**src/rtl/ssd1306_spi_driver.sv**
```systemverilog
// ssd1306_spi_driver: panel reset, init command list, then pixel bytes and
// frame-sync command bursts to an SSD1306 128x32 over 4-wire SPI (mode 0).
module ssd1306_spi_driver #(
    parameter int CLK_DIV      = 4,
    parameter int RESET_CYCLES = 1000
) (
    input  logic       clk_in,
    input  logic       reset_n_in,
    input  logic [7:0] data_in,
    input  logic       write_stb_in,
    input  logic       sync_stb_in,
    output logic       ready_out,
    output logic       oled_sclk_out,
    output logic       oled_mosi_out,
    output logic       oled_cs_n_out,
    output logic       oled_dc_out,
    output logic       oled_res_n_out
);

    localparam int DIV_W = (CLK_DIV > 1) ? $clog2(CLK_DIV) : 1;
    localparam int RST_W = $clog2(RESET_CYCLES + 1);
    localparam logic [4:0] INIT_LAST = 5'd24;
    localparam logic [2:0] SYNC_LAST = 3'd5;

    typedef enum logic [2:0] {
        S_RST_LOW,
        S_RST_WAIT,
        S_INIT,
        S_IDLE,
        S_DATA,
        S_SYNC
    } state_t;

    // Phase of the byte currently on the wire
    typedef enum logic [1:0] {
        P_LOW,
        P_HIGH,
        P_GAP
    } phase_t;

    state_t           state;
    phase_t           phase;
    logic [RST_W-1:0] rst_cnt;
    logic [DIV_W-1:0] div_cnt;
    logic [2:0]       bit_cnt;
    logic [6:0]       shreg;       // bits still to be shifted out after the current one
    logic [4:0]       init_idx;
    logic [2:0]       sync_idx;

    logic             div_last;
    logic             rst_last;
    logic             byte_done;
    logic             start_byte;
    logic [7:0]       start_val;
    logic             start_dc;

    // Fixed SSD1306 power-up configuration for a 128x32 panel
    function automatic logic [7:0] init_rom(input logic [4:0] idx);
        case (idx)
            5'd0:    init_rom = 8'hAE;
            5'd1:    init_rom = 8'hD5;
            5'd2:    init_rom = 8'h80;
            5'd3:    init_rom = 8'hA8;
            5'd4:    init_rom = 8'h1F;
            5'd5:    init_rom = 8'hD3;
            5'd6:    init_rom = 8'h00;
            5'd7:    init_rom = 8'h40;
            5'd8:    init_rom = 8'h8D;
            5'd9:    init_rom = 8'h14;
            5'd10:   init_rom = 8'h20;
            5'd11:   init_rom = 8'h00;
            5'd12:   init_rom = 8'hA1;
            5'd13:   init_rom = 8'hC8;
            5'd14:   init_rom = 8'hDA;
            5'd15:   init_rom = 8'h02;
            5'd16:   init_rom = 8'h81;
            5'd17:   init_rom = 8'h8F;
            5'd18:   init_rom = 8'hD9;
            5'd19:   init_rom = 8'hF1;
            5'd20:   init_rom = 8'hDB;
            5'd21:   init_rom = 8'h40;
            5'd22:   init_rom = 8'hA4;
            5'd23:   init_rom = 8'hA6;
            5'd24:   init_rom = 8'hAF;
            default: init_rom = 8'h00;
        endcase
    endfunction

    // Column 0..127, page 0..3: rewinds the GDDRAM pointer to the frame origin
    function automatic logic [7:0] sync_rom(input logic [2:0] idx);
        case (idx)
            3'd0:    sync_rom = 8'h21;
            3'd1:    sync_rom = 8'h00;
            3'd2:    sync_rom = 8'h7F;
            3'd3:    sync_rom = 8'h22;
            3'd4:    sync_rom = 8'h00;
            3'd5:    sync_rom = 8'h03;
            default: sync_rom = 8'h00;
        endcase
    endfunction

    assign div_last  = (div_cnt == DIV_W'(CLK_DIV - 1));
    assign rst_last  = (rst_cnt == RST_W'(RESET_CYCLES - 1));
    assign byte_done = (phase == P_GAP) && div_last;

    // Decide whether a new byte goes on the wire at the next edge, and which
    always_comb begin
        start_byte = 1'b0;
        start_val  = 8'h00;
        start_dc   = 1'b0;
        case (state)
            S_RST_WAIT: if (rst_last) begin
                start_byte = 1'b1;
                start_val  = init_rom(5'd0);
            end
            S_INIT: if (byte_done && init_idx != INIT_LAST) begin
                start_byte = 1'b1;
                start_val  = init_rom(init_idx + 5'd1);
            end
            S_SYNC: if (byte_done && sync_idx != SYNC_LAST) begin
                start_byte = 1'b1;
                start_val  = sync_rom(sync_idx + 3'd1);
            end
            S_IDLE: begin
                // sync has priority; a simultaneous write is dropped
                if (sync_stb_in) begin
                    start_byte = 1'b1;
                    start_val  = sync_rom(3'd0);
                end else if (write_stb_in) begin
                    start_byte = 1'b1;
                    start_val  = data_in;
                    start_dc   = 1'b1;
                end
            end
            default: ;
        endcase
    end

    // Sequencer FSM plus SPI byte engine; all pin outputs are registered
    always_ff @(posedge clk_in or negedge reset_n_in) begin
        if (!reset_n_in) begin
            state          <= S_RST_LOW;
            phase          <= P_LOW;
            rst_cnt        <= '0;
            div_cnt        <= '0;
            bit_cnt        <= '0;
            shreg          <= '0;
            init_idx       <= '0;
            sync_idx       <= '0;
            ready_out      <= 1'b0;
            oled_sclk_out  <= 1'b0;
            oled_mosi_out  <= 1'b0;
            oled_cs_n_out  <= 1'b1;
            oled_dc_out    <= 1'b0;
            oled_res_n_out <= 1'b0;
        end else begin
            // Byte engine: load drives cycle 0 (cs_n low, dc, bit7) directly
            if (start_byte) begin
                oled_cs_n_out <= 1'b0;
                oled_sclk_out <= 1'b0;
                oled_mosi_out <= start_val[7];
                oled_dc_out   <= start_dc;
                shreg         <= start_val[6:0];
                bit_cnt       <= '0;
                div_cnt       <= '0;
                phase         <= P_LOW;
            end else if (state == S_INIT || state == S_DATA || state == S_SYNC) begin
                case (phase)
                    P_LOW: begin
                        if (div_last) begin
                            div_cnt       <= '0;
                            oled_sclk_out <= 1'b1;
                            phase         <= P_HIGH;
                        end else begin
                            div_cnt <= div_cnt + 1'b1;
                        end
                    end
                    P_HIGH: begin
                        if (div_last) begin
                            div_cnt       <= '0;
                            oled_sclk_out <= 1'b0;
                            bit_cnt       <= bit_cnt + 3'd1;
                            if (bit_cnt == 3'd7) begin
                                // last falling edge: release cs_n for the gap
                                oled_cs_n_out <= 1'b1;
                                phase         <= P_GAP;
                            end else begin
                                oled_mosi_out <= shreg[6];
                                shreg         <= {shreg[5:0], 1'b0};
                                phase         <= P_LOW;
                            end
                        end else begin
                            div_cnt <= div_cnt + 1'b1;
                        end
                    end
                    P_GAP: begin
                        if (div_last) begin
                            div_cnt <= '0;
                            phase   <= P_LOW;
                        end else begin
                            div_cnt <= div_cnt + 1'b1;
                        end
                    end
                    default: phase <= P_LOW;
                endcase
            end

            // Sequencing between bytes and phases
            case (state)
                S_RST_LOW: begin
                    if (rst_last) begin
                        rst_cnt        <= '0;
                        oled_res_n_out <= 1'b1;
                        state          <= S_RST_WAIT;
                    end else begin
                        rst_cnt <= rst_cnt + 1'b1;
                    end
                end
                S_RST_WAIT: begin
                    if (rst_last) begin
                        rst_cnt  <= '0;
                        init_idx <= '0;
                        state    <= S_INIT;
                    end else begin
                        rst_cnt <= rst_cnt + 1'b1;
                    end
                end
                S_INIT: begin
                    if (byte_done) begin
                        if (init_idx == INIT_LAST) begin
                            init_idx  <= '0;
                            ready_out <= 1'b1;
                            state     <= S_IDLE;
                        end else begin
                            init_idx <= init_idx + 5'd1;
                        end
                    end
                end
                S_IDLE: begin
                    if (sync_stb_in) begin
                        sync_idx  <= '0;
                        ready_out <= 1'b0;
                        state     <= S_SYNC;
                    end else if (write_stb_in) begin
                        ready_out <= 1'b0;
                        state     <= S_DATA;
                    end
                end
                S_DATA: begin
                    if (byte_done) begin
                        ready_out <= 1'b1;
                        state     <= S_IDLE;
                    end
                end
                S_SYNC: begin
                    if (byte_done) begin
                        if (sync_idx == SYNC_LAST) begin
                            sync_idx  <= '0;
                            ready_out <= 1'b1;
                            state     <= S_IDLE;
                        end else begin
                            sync_idx <= sync_idx + 3'd1;
                        end
                    end
                end
                default: state <= S_RST_LOW;
            endcase
        end
    end

endmodule

```
**config.mk**
```make
export PLATFORM = sky130hd
export DESIGN_NAME = ssd1306_spi_driver
export DESIGN_NICKNAME = d
export VERILOG_FILES = /design/src/rtl/ssd1306_spi_driver.sv
export SDC_FILE = /design/constraint.sdc
export NUM_CORES = 1
export LEC_CHECK = 0
export CORE_ASPECT_RATIO = 0.5
export CORE_MARGIN = 1.5
export CORE_UTILIZATION = 55
export CTS_CLUSTER_DIAMETER = 40
export DETAILED_ROUTE_END_ITERATION = 8
export PLACE_DENSITY = 0.81
export SLEW_MARGIN = 20
export SYNTH_ARGS = -nofsm -noshare
export SYNTH_HDL_FRONTEND = slang
export SYNTH_SLANG_ARGS = --single-unit
```
**constraint.sdc**
```tcl
create_clock -name clk_in -period 2.71 [get_ports clk_in]
set_clock_uncertainty 0.15 [all_clocks]
set_input_delay 0.542 -clock clk_in [delete_from_list [all_inputs] [get_ports clk_in]]
set_output_delay 0.542 -clock clk_in [all_outputs]
set_load 0.03 [all_outputs]
```
* After elaboration in Yosys (flattened, before gate mapping)
Memory sizes are Yosys's and may differ from the RTL's.
Cells that the tools add are included.
** Storage, ports and cells
- Output and inout port bits :: 6
- Register bits :: 41
- Bits of input ports :: 12
- Memory bits (read-only) :: 256
- Word-level logic and storage cells :: 157
- Memories kept :: 1
** Cells by class
- Add/sub/neg operators :: 5
- Muxes and demuxes :: 77
- Reductions and logical operators :: 30
- Equality and inequality tests :: 30
** Memory list
- (name not given) :: words 32, bits a word 8, read ports 1, clocked after Yosys merged registers in 0, write ports 0, line 59 : case (idx)
** Operators by type and width (number)
- 3-bit two-way mux :: 16
- 7-bit two-way mux :: 6
- 8-bit two-way mux :: 4
- 8-bit one-hot mux with 4 select lines :: 1
- 1-bit two-way mux :: 28
- 7-bit one-hot mux with 4 select lines :: 1
- 2-bit two-way mux :: 10
- 3-bit one-hot mux with 6 select lines :: 1
- 4-bit AND reduction :: 4
- 3-bit equality test, second input constant :: 5
- 5-bit two-way mux :: 3
- 3-bit inequality test, second input constant :: 5
- 2-bit inequality test, second input constant :: 7
- 2-bit nonzero test :: 7
- 3-bit by 2-bit equality test with 1-bit output, second input constant :: 4
- 10-bit by 1-bit adder with 10-bit output, second input constant :: 1
- 10-bit equality test, second input constant :: 1
- 10-bit two-way mux :: 1
- 5-bit one-hot mux with 2 select lines :: 1
- 3-bit AND reduction :: 3
- 1-bit one-hot mux with 4 select lines :: 2
- 8-bit AND reduction :: 1
- 7-bit AND reduction :: 1
- 3-bit by 1-bit adder with 3-bit output, second input constant :: 2
- 20 further kinds :: 27

* Longest topological paths before layout
Gate-level depths: netlist of the first run.
- Word-level depth :: 7
- Depth in mapped cells :: 10
- Gate-level depth less buffers :: 8

* Worst setup path before layout of the first run
Ideal clock, no wire load.
- Path kind :: register to register
- Start :: register init_idx[0]
- End :: register shreg[4]
- Buffers on the path :: 2
- Data required time :: 2472 ps
- Stages on the path, launching flop included :: 10
- Slack :: 499 ps
- Clock period less this slack :: 2211 ps
- Arrival time :: 1973 ps
- Library setup time :: 88 ps
- Path through :: dfrtp_1 buf_4 inv_1 ha_1 clkbuf_1 o22ai_1 a211oi_1 a21oi_1 o311a_1 a41oi_1
** Between the ends
- Longest elaborated chain between the ends :: 6
- Elaborated cells between the ends (all ways) :: 14
- Classes of those cells :: add/sub (1); eq/ne (2); mux (5); reduce/logical (5); memory (1)
** RTL lines
- from (decl) :: line 47 : logic [4:0] init_idx;
- from (signal assigned) :: line 235 : init_idx <= init_idx + 5'd1;
- branches (longest 6 deep; another with memory read 32 x 8 bit)
- to (signal assigned) :: line 163 : shreg <= start_val[6:0];
- to (signal assigned) :: line 189 : shreg <= {shreg[5:0], 1'b0};
- to (decl) :: line 46 : logic [6:0] shreg;
Several ways; the timed one is not identified.
A chain may end at the register's enable or synchronous reset.

* Worst setup path after layout of the first run
- Start :: register init_idx[1]
- End :: register shreg[2]
The elaborated chain is that of the path after synthesis.

==> summary.txt, run 1 <==
commonest non-fill, non-tap cell in the layout: dfrtp_1
worst skew pair latency: 0.30 ns
Setup TNS: 0 ns
DR vias/cell: 6.309
RSZ-0062 raised after global routing: false
Avg Cell Area, Syn: 8.344 µm²
maxcap violations: 0
worst r2r src: init_idx[1]$_DFFE_PN0P_
most frequent cells in the layout: 40 x dfrtp_1, 38 x nor2_1, 36 x nand2_1
Initial DRC Count: 224
FF+latch count, synth: 41
Pwr Total: 0.001060 W
CTS H-tree depth: 2
ANT nets after route: 0
dpl hpwl: 5344 µm
First-pass DRT Iterations: 5
vias in the first global route: 2,558
area grow syn2layout: 12.01%
top cell type's share of synthesized area: 33.70%
Yosys warnings: 0
slew margin rel.: 38.18%
status: finished, final reports clean
fmax: 387.9 MHz
top cells by area, synth: dfrtp_1 34%, a21oi_1 4.9%, nor2_1 4.8%
area leader, netlist: dfrtp_1
slew of the pin with the lowest slew margin: 0.9273 ns
Required @ worst endpoint: 2.74 ns
vias: 2,814
synthesized area: 0.002970 mm²
setup violators final: 0
# IOs: 18
Max stage delay on crit path: 0.39 ns
die area: 0.005877 mm²
share of cells above drive strength 1: 11.97%
drc violations: 0
Post-synth ARST share: 100.0%
Worst Setup Start Kind: register
Final Max Tran Viols: 0
core footprint: 0.005067 mm²
antenna violations before repair: 0
CTS tree: yes
CP Class: register to register
CP endpoint kind: register
Initial Util: 58.62%
Final min period: 2.578 ns
WP data arrival: 2.61 ns
r2r setup slk: 0.13 ns
Crit-path slowest cell: dfrtp_1
Synth Flop Type: dfrtp_1
Port Buffers: 17
worst vdd ir: 296.4 µV
count of cell types in the netlist: 67
drt total wl: 7297 µm
LEAKAGE: 1.387 nW
clock sinks: 41
antenna diode instance count: 0
PwrDens: 318.8 mW/mm²
Critical path origin: init_idx[1]$_DFFE_PN0P_
root buf cell: clkbuf_8
worst-path cell chain: buf_4 > inv_1 > ha_2 > nand4b_1 > a32o_1 > nand2_1 > nand2_4 > a21o_1 > a221o_1
routed len/inst: 16.36 µm
sequential area share after synthesis: 34.58%
GRT Total Usage: 26.87%
Final Hold Vio Count: 0
total CTS buffers: 5
GPL Wtd Cong: 1.025
worst hold path type: input port to asynchronous set/reset pin
FP Rows: 18
hold_ws: 0.2271 ns
fill count: 423
Mapped Cells: 356
first-pass GRT wire length: 12,110 µm
Worst-path clk slew: 0.08 ns
FF-to-FF End: shreg[2]$_DFFE_PN0P_
CP Max Fanout: 17
EDFF count, synth: 0
CTS Hold Bufs: 0
worst setup path endpoint: shreg[2]$_DFFE_PN0P_
Bufs on Longest Clock Path: 2
R2R depth: 9
final net count: 398
Synth Net Count: 379
Die Wd: 106.9 µm
final period utilization: 95.14%
gr ovfl total: 0
largest net degree at the start of global routing: 42
DIE HEIGHT: 54.97 µm
## per-stage QoR
stage | utilization [%] | cell area (µm²) | std cells | setup WS (ns)
after global routing | 65.65 | 3327 | 446 | 0.02124
final | 65.65 | 3327 | 446 | 0.1317
after detailed placement | 63.75 | 3231 | 438 | 0.1139
after global placement | 63.75 | 3231 | 438 | 0.1388
after floorplan | - | 2970 | 356 | 0.4988
after CTS | 65.56 | 3322 | 446 | 0.08148
## per-layer routing
metal	wire [µm]	vias up	track usage, %
met2	3390	114	43.70
met1	3296	1349	38.12
met3	506	16	3.513
li1	-	1335	-
met4	104	0	8.889
met5	0	-	0
## where the power goes
group,switching (W),internal [W]
Clock,0.000227,0.000183
Combinational,0.0000193,0.0000171
Sequential,0.000000953,0.000613
## final cells by class
class,count,area (µm²),area share [%]
sequential,41,1027,30.88
inverter,14,52.55,1.580
clock inverter,3,22.52,0.6769
multi-input combinational,280,1783,53.59
clock buffer,5,68.82,2.068
timing repair buffer,33,285.3,8.575
tap,70,87.58,2.633
## cells in the mapped netlist (all sizes together) (5+ instances only)
cell and n:
o22ai 10, ha 11, xor2 6, nand2b 6, o21ai 27, xnor2 7
a211oi 8, buf 11, a21oi 29, nand3 8, nor3 8, nor4 5
nor2 40, dfrtp 40, nand2 37, inv 14, clkbuf 10
## how the worst min path moves through the flow
stage | cells past startpoint | endpoint
after detailed placement | 1 | oled_res_n_out$_DFFE_PN0P_
after floorplan | 0 | bit_cnt[0]$_DFFE_PN0P_
after CTS | 1 | oled_sclk_out$_DFFE_PN0P_
after global routing | 1 | div_cnt[0]$_DFFE_PN0P_
after global placement | 1 | oled_res_n_out$_DFFE_PN0P_
final | 1 | div_cnt[0]$_DFFE_PN0P_
## kinds of logic (layout without fill, tap and decap cells)
group,Yosys count,in the layout,synth area share (%)
xor+xnor,13,13,5.097
mux,2,2,0.6740
flops,41,41,34.58
fa+ha+maj,11,11,4.633
buf+inv,35,55,5.560
compound gates,114,114,24.81
simple gates,140,140,24.64
## timing repair
action                                  CTS  global route
gates resized for setup                   0             2
hold endpoints to repair                  0             0
endpoints found under the setup margin    0             4
setup buffers                             0             0
## critical path: cells and delay by family (launching register included)
family,cells,cell delay [ns]
AO/OA/AOI/OAI,3,0.80
adder cells (fa/ha/maj),1,0.27
flip-flops,1,0.39
buffers and inverters,2,0.27
AND/OR/NAND/NOR,3,0.57
## state kept, by name, summed over array words and instances, names as in the netlist, 2 cells and up
| register | flops |
|---|---|
| rst_cnt | 10 |
| shreg | 7 |
| init_idx | 5 |
| bit_cnt | 3 |
| state | 3 |
| sync_idx | 3 |
| div_cnt | 2 |
| phase | 2 |
Power figures use the tool's default switching activity.
==> run 2: changes to the inputs <==
Settings changed: CORE_ASPECT_RATIO 0.5 to 0.7, PLACE_DENSITY 0.81 to 0.75.
==> run 2 against run 1 <==
  * Critical path depth is 2 lower
  * Critical path type unchanged
  * Hold slack lost 0.12 ns
  * Global-route usage up 1.4 points
  * Via count up 2.1%
  * Largest cell class unchanged
  * Utilization down 1.0 points
  * Highest routed layer unchanged
==> summary.txt, run 2 (same netlist as run 1, synthesis figures left out) <==
status: finished, final reports clean
routed len/inst: 17.22 µm
worst vdd ir: 266.5 µV
Buf/Inv on CP: 0
Initial Util: 56.79%
CTS tree: yes
Largest register FFs: 10
total CTS buffers: 5
Final Max Tran Viols: 0
Multi-input gate area: 0.001780 mm²
Port Buffers: 17
CP endpoint kind: register
maxcap violations: 0
fill count: 458
dpl hpwl: 5752 µm
DR vias/cell: 6.340
fmax: 402.9 MHz
r2r setup slk: 0.23 ns
WP data arrival: 2.55 ns
Top delay family on crit path: compound AO/OA/AOI/OAI gates
Critical path origin: init_idx[0]$_DFFE_PN0P_
Crit-path slowest cell: dfrtp_1
final core occ: 64.64%
die area: 0.005857 mm²
DIE HEIGHT: 64.49 µm
core footprint: 0.005230 mm²
final period utilization: 91.58%
Final Hold Vio Count: 0
CP Class: register to register
Die Wd: 90.84 µm
GPL Wtd Cong: 0.9482
CTS H-tree depth: 2
setup violators final: 0
RSZ-0062 raised after global routing: false
PwrDens: 341.5 mW/mm²
Required @ worst endpoint: 2.77 ns
vias: 2,872
CP Max Fanout: 6
share of cells above drive strength 1: 12.60%
FP Rows: 22
Largest Register: rst_cnt
Setup TNS: 0 ns
vias in the first global route: 2,621
worst-path cell chain: ha_1 > nand2b_1 > and4b_1 > a211oi_1 > a21oi_1 > o311a_1 > a41oi_1
GRT Total Usage: 28.23%
sequential cell area: 0.001027 mm²
root buf cell: clkbuf_8
final net count: 403
hold_ws: 0.1048 ns
drc violations: 0
Max stage delay on crit path: 0.43 ns
ANT nets after route: 0
postcts setup bufs: 0
worst hold path type: input port to asynchronous set/reset pin
Largest regs: rst_cnt (10), shreg (7), init_idx (5)
slew margin rel.: 57.57%
antenna violations before repair: 0
area grow syn2layout: 13.82%
gr ovfl total: 0
# IOs: 18
Final min period: 2.482 ns
Worst Setup Start Kind: register
largest net degree at the start of global routing: 27
commonest non-fill, non-tap cell in the layout: dfrtp_1
clock sinks: 41
first-pass GRT wire length: 12,930 µm
Bufs on Longest Clock Path: 2
First-pass DRT Iterations: 5
slew of the pin with the lowest slew margin: 0.6365 ns
antenna diode instance count: 0
most frequent cells in the layout: 40 x dfrtp_1, 38 x nor2_1, 36 x nand2_1
Worst-path clk slew: 0.08 ns
worst skew pair latency: 0.30 ns
drt total wl: 7801 µm
LEAKAGE: 1.423 nW
Initial DRC Count: 306
worst r2r src: init_idx[0]$_DFFE_PN0P_
==> run 2: power by group <==
| part | switching, W | leakage, nW | internal, W |
|---|---|---|---|
| sequential | 0.00000119 | 0.510 | 0.000613 |
| clock | 0.000226 | 0.0552 | 0.000274 |
| combinational | 0.0000215 | 0.858 | 0.0000190 |
| total | 0.000249 | 1.42 | 0.000906 |
==> run 2: layout make-up <==
cell class	count	share of cell area, %
Multi-Input combinational cell	280	52.66
Sequential cell	41	30.39
Timing Repair Buffer	38	9.549
Tap cell	72	2.665
Clock buffer	6	2.147
Inverter	14	1.554
Clock inverter	2	1.036
==> run 2: worst paths after layout <==
check                                              to  cells after the start
hold / removal                init_idx[2]$_DFFE_PN0P_                      1
setup / recovery                 shreg[4]$_DFFE_PN0P_                      7
setup reg to reg                 shreg[4]$_DFFE_PN0P_                      7
min in group clk_in        oled_res_n_out$_DFFE_PN0P_                      1
max in group asynchronous   oled_cs_n_out$_DFFE_PN1P_                      2
hold reg to reg            oled_res_n_out$_DFFE_PN0P_                      1
==> run 2: metrics by stage <==
stage	total power, W	area [µm²]	setup slack (ns)	std cells
finish	0.001155	3381	0.2281	453
global route	0.001185	3381	0.08975	453
CTS	0.001159	3378	0.1875	453
detailed placement	0.0006673	3271	0.2051	445
global placement	0.0006673	3271	0.1983	445
floorplan	0.0006320	2970	0.4988	356
==> run 2: repair_timing <==
item                       4_1_cts  5_1_grt
gates resized for setup          0        1
hold buffers                     0        0
setup endpoints to repair        0        3
==> run 2: per-layer routing <==
layer / vias up / global-route usage [%] / routed length [µm]
met2: 161 / 39.47 / 3133
met5: - / 0 / 0
li1: 1345 / - / -
met4: 0 / 7.422 / 92
met1: 1351 / 42.57 / 3713
met3: 15 / 7.864 / 862
==> run 2: worst reg2reg max path, cell delays in order (launching register included) <==
cell      delay [ns]
dfrtp_1         0.43
ha_1            0.36
nand2b_1        0.26
and4b_1         0.22
a211oi_1        0.33
a21oi_1         0.11
o311a_1         0.38
a41oi_1         0.16
==> run 3: changes to the inputs <==
Settings changed: GPL_TIMING_DRIVEN set to 0, SKIP_LAST_GASP set to 1.
==> run 3 against run 2 <==
  * Critical path depth grew 2
  * Highest routed layer unchanged
  * First-iteration DRC count grew 0.33%
  * Critical endpoint is now shreg[5]$_DFFE_PN0P_
  * Final area grew 0.19%
  * Routed wire length shrank 4.6%
  * Combinational power grew 3%
  * Register-to-register slack lost 0.06 ns
==> summary.txt, run 3 (same netlist as run 1, synthesis figures left out) <==
Max stage delay on crit path: 0.50 ns
worst skew pair latency: 0.30 ns
die area: 0.005857 mm²
root buf cell: clkbuf_8
fmax: 393.9 MHz
Crit-path slowest cell: dfrtp_2
setup violators final: 0
First-pass DRT Iterations: 5
gr ovfl total: 0
most frequent cells in the layout: 38 x nor2_1, 38 x dfrtp_1, 36 x nand2_1
final period utilization: 93.68%
ANT nets after route: 0
antenna diode instance count: 0
total CTS buffers: 5
Largest Register: rst_cnt
Final Max Tran Viols: 0
Setup TNS: 0 ns
GPL Wtd Cong: 1.036
slew of the pin with the lowest slew margin: 0.9758 ns
largest net degree at the start of global routing: 30
Worst Setup Start Kind: register
drt total wl: 7446 µm
area grow syn2layout: 14.03%
Worst-path clk slew: 0.08 ns
core footprint: 0.005230 mm²
Top delay family on crit path: compound AO/OA/AOI/OAI gates
GRT Total Usage: 27.06%
Port Buffers: 17
vias in the first global route: 2,584
Bufs on Longest Clock Path: 2
DIE HEIGHT: 64.49 µm
Multi-input gate area: 0.001789 mm²
sequential cell area: 0.001030 mm²
dpl cell area: 0.003246 mm²
Post-Place Cells: 446
antenna violations before repair: 0
worst hold path type: register to register
slew margin rel.: 34.80%
CP Max Fanout: 11
worst vdd ir: 238.0 µV
PwrDens: 344.8 mW/mm²
CTS tree: yes
final net count: 405
Initial Util: 56.79%
routed length on met3: 685 µm
maxcap violations: 0
# IOs: 18
share of cells above drive strength 1: 11.75%
CP Class: register to register
hold_ws: 0.3233 ns
WP data arrival: 2.56 ns
routed len/inst: 16.36 µm
Largest register FFs: 10
RSZ-0062 raised after global routing: false
vias: 2,839
first-pass GRT wire length: 12,710 µm
LEAKAGE: 1.412 nW
DR vias/cell: 6.240
CP endpoint kind: register
CTS H-tree depth: 2
status: finished, final reports clean
Buf/Inv on CP: 2
worst-path cell chain: ha_1 > buf_2 > xnor2_4 > inv_2 > nand2_1 > o21ai_1 > a311o_1 > a311oi_1 > nor2_1
dpl hpwl: 5500 µm
met2 routed wirelength: 2926 µm
Final min period: 2.539 ns
Largest regs: rst_cnt (10), shreg (7), init_idx (5)
Non-Filler Instances: 455
fill count: 456
drc violations: 0
Required @ worst endpoint: 2.73 ns
Die Wd: 90.84 µm
Final Hold Vio Count: 0
clock sinks: 41
top sig layer: met4
post-route cell area: 0.003387 mm²
FP Rows: 22
Initial DRC Count: 307
routed metal-1 wire length: 3720 µm
[run 3: what timing repair did]
item,4_1_cts,5_1_grt
endpoints found under the setup margin,0,6
buffers inserted,0,0
resized for setup,0,6
hold buffers,1,0
hold endpoints to repair,12,0
[run 3: worst register-to-register path, cell delays in order (launching register included)]
cell and delay, ns:
dfrtp_2 0.50, ha_1 0.20, buf_2 0.19, xnor2_4 0.26
inv_2 0.14, nand2_1 0.11, o21ai_1 0.09, a311o_1 0.34
a311oi_1 0.34, nor2_1 0.09
[run 3: layout make-up]
class | instances | share of cell area, %
sequential | 41 | 30.40
inverter | 14 | 1.552
timing repair buffer | 19 | 5.763
clock inverter | 1 | 0.8866
tap | 72 | 2.660
multi-input combinational | 280 | 52.83
buffer | 21 | 3.362
clock buffer | 7 | 2.549
[run 3: final timing paths]
| check | depth (start not counted) | slack (ns) | endpoint | startpoint |
|---|---|---|---|---|
| max | 9 | 0.17 | shreg[5]$_DFFE_PN0P_ | init_idx[1]$_DFFE_PN0P_ |
| min in group asynchronous | 2 | 0.51 | sync_idx[0]$_DFFE_PN0P_ | reset_n_in |
| min reg2reg | 1 | 0.32 | oled_res_n_out$_DFFE_PN0P_ | oled_res_n_out$_DFFE_PN0P_ |
| max in group asynchronous | 3 | 1.36 | oled_cs_n_out$_DFFE_PN1P_ | reset_n_in |
| max reg2reg | 9 | 0.17 | shreg[5]$_DFFE_PN0P_ | init_idx[1]$_DFFE_PN0P_ |
| min | 1 | 0.32 | oled_res_n_out$_DFFE_PN0P_ | oled_res_n_out$_DFFE_PN0P_ |
[run 3: metal layers]
metal	up-vias	global-route usage [%]
met5	-	0
met4	0	8.203
met3	17	5.869
met2	149	36.18
met1	1329	42.84
li1	1344	-
[run 3: per-stage QoR]
stage	util (%)	total power, W	worst slack [ns]
5_1_grt	64.76	0.001202	0.007982
2_1_floorplan	-	0.0006320	0.4988
4_1_cts	64.47	0.001181	0.02664
3_3_place_gp	61.77	0.0006649	-0.1394
3_5_place_dp	62.06	0.0006678	0.07448
6_report	64.76	0.001168	0.1712
[run 3: power breakdown]
part | internal, W | switching, W
logic | 0.0000210 | 0.0000206
registers | 0.000613 | 0.00000136
clock network | 0.000300 | 0.000211
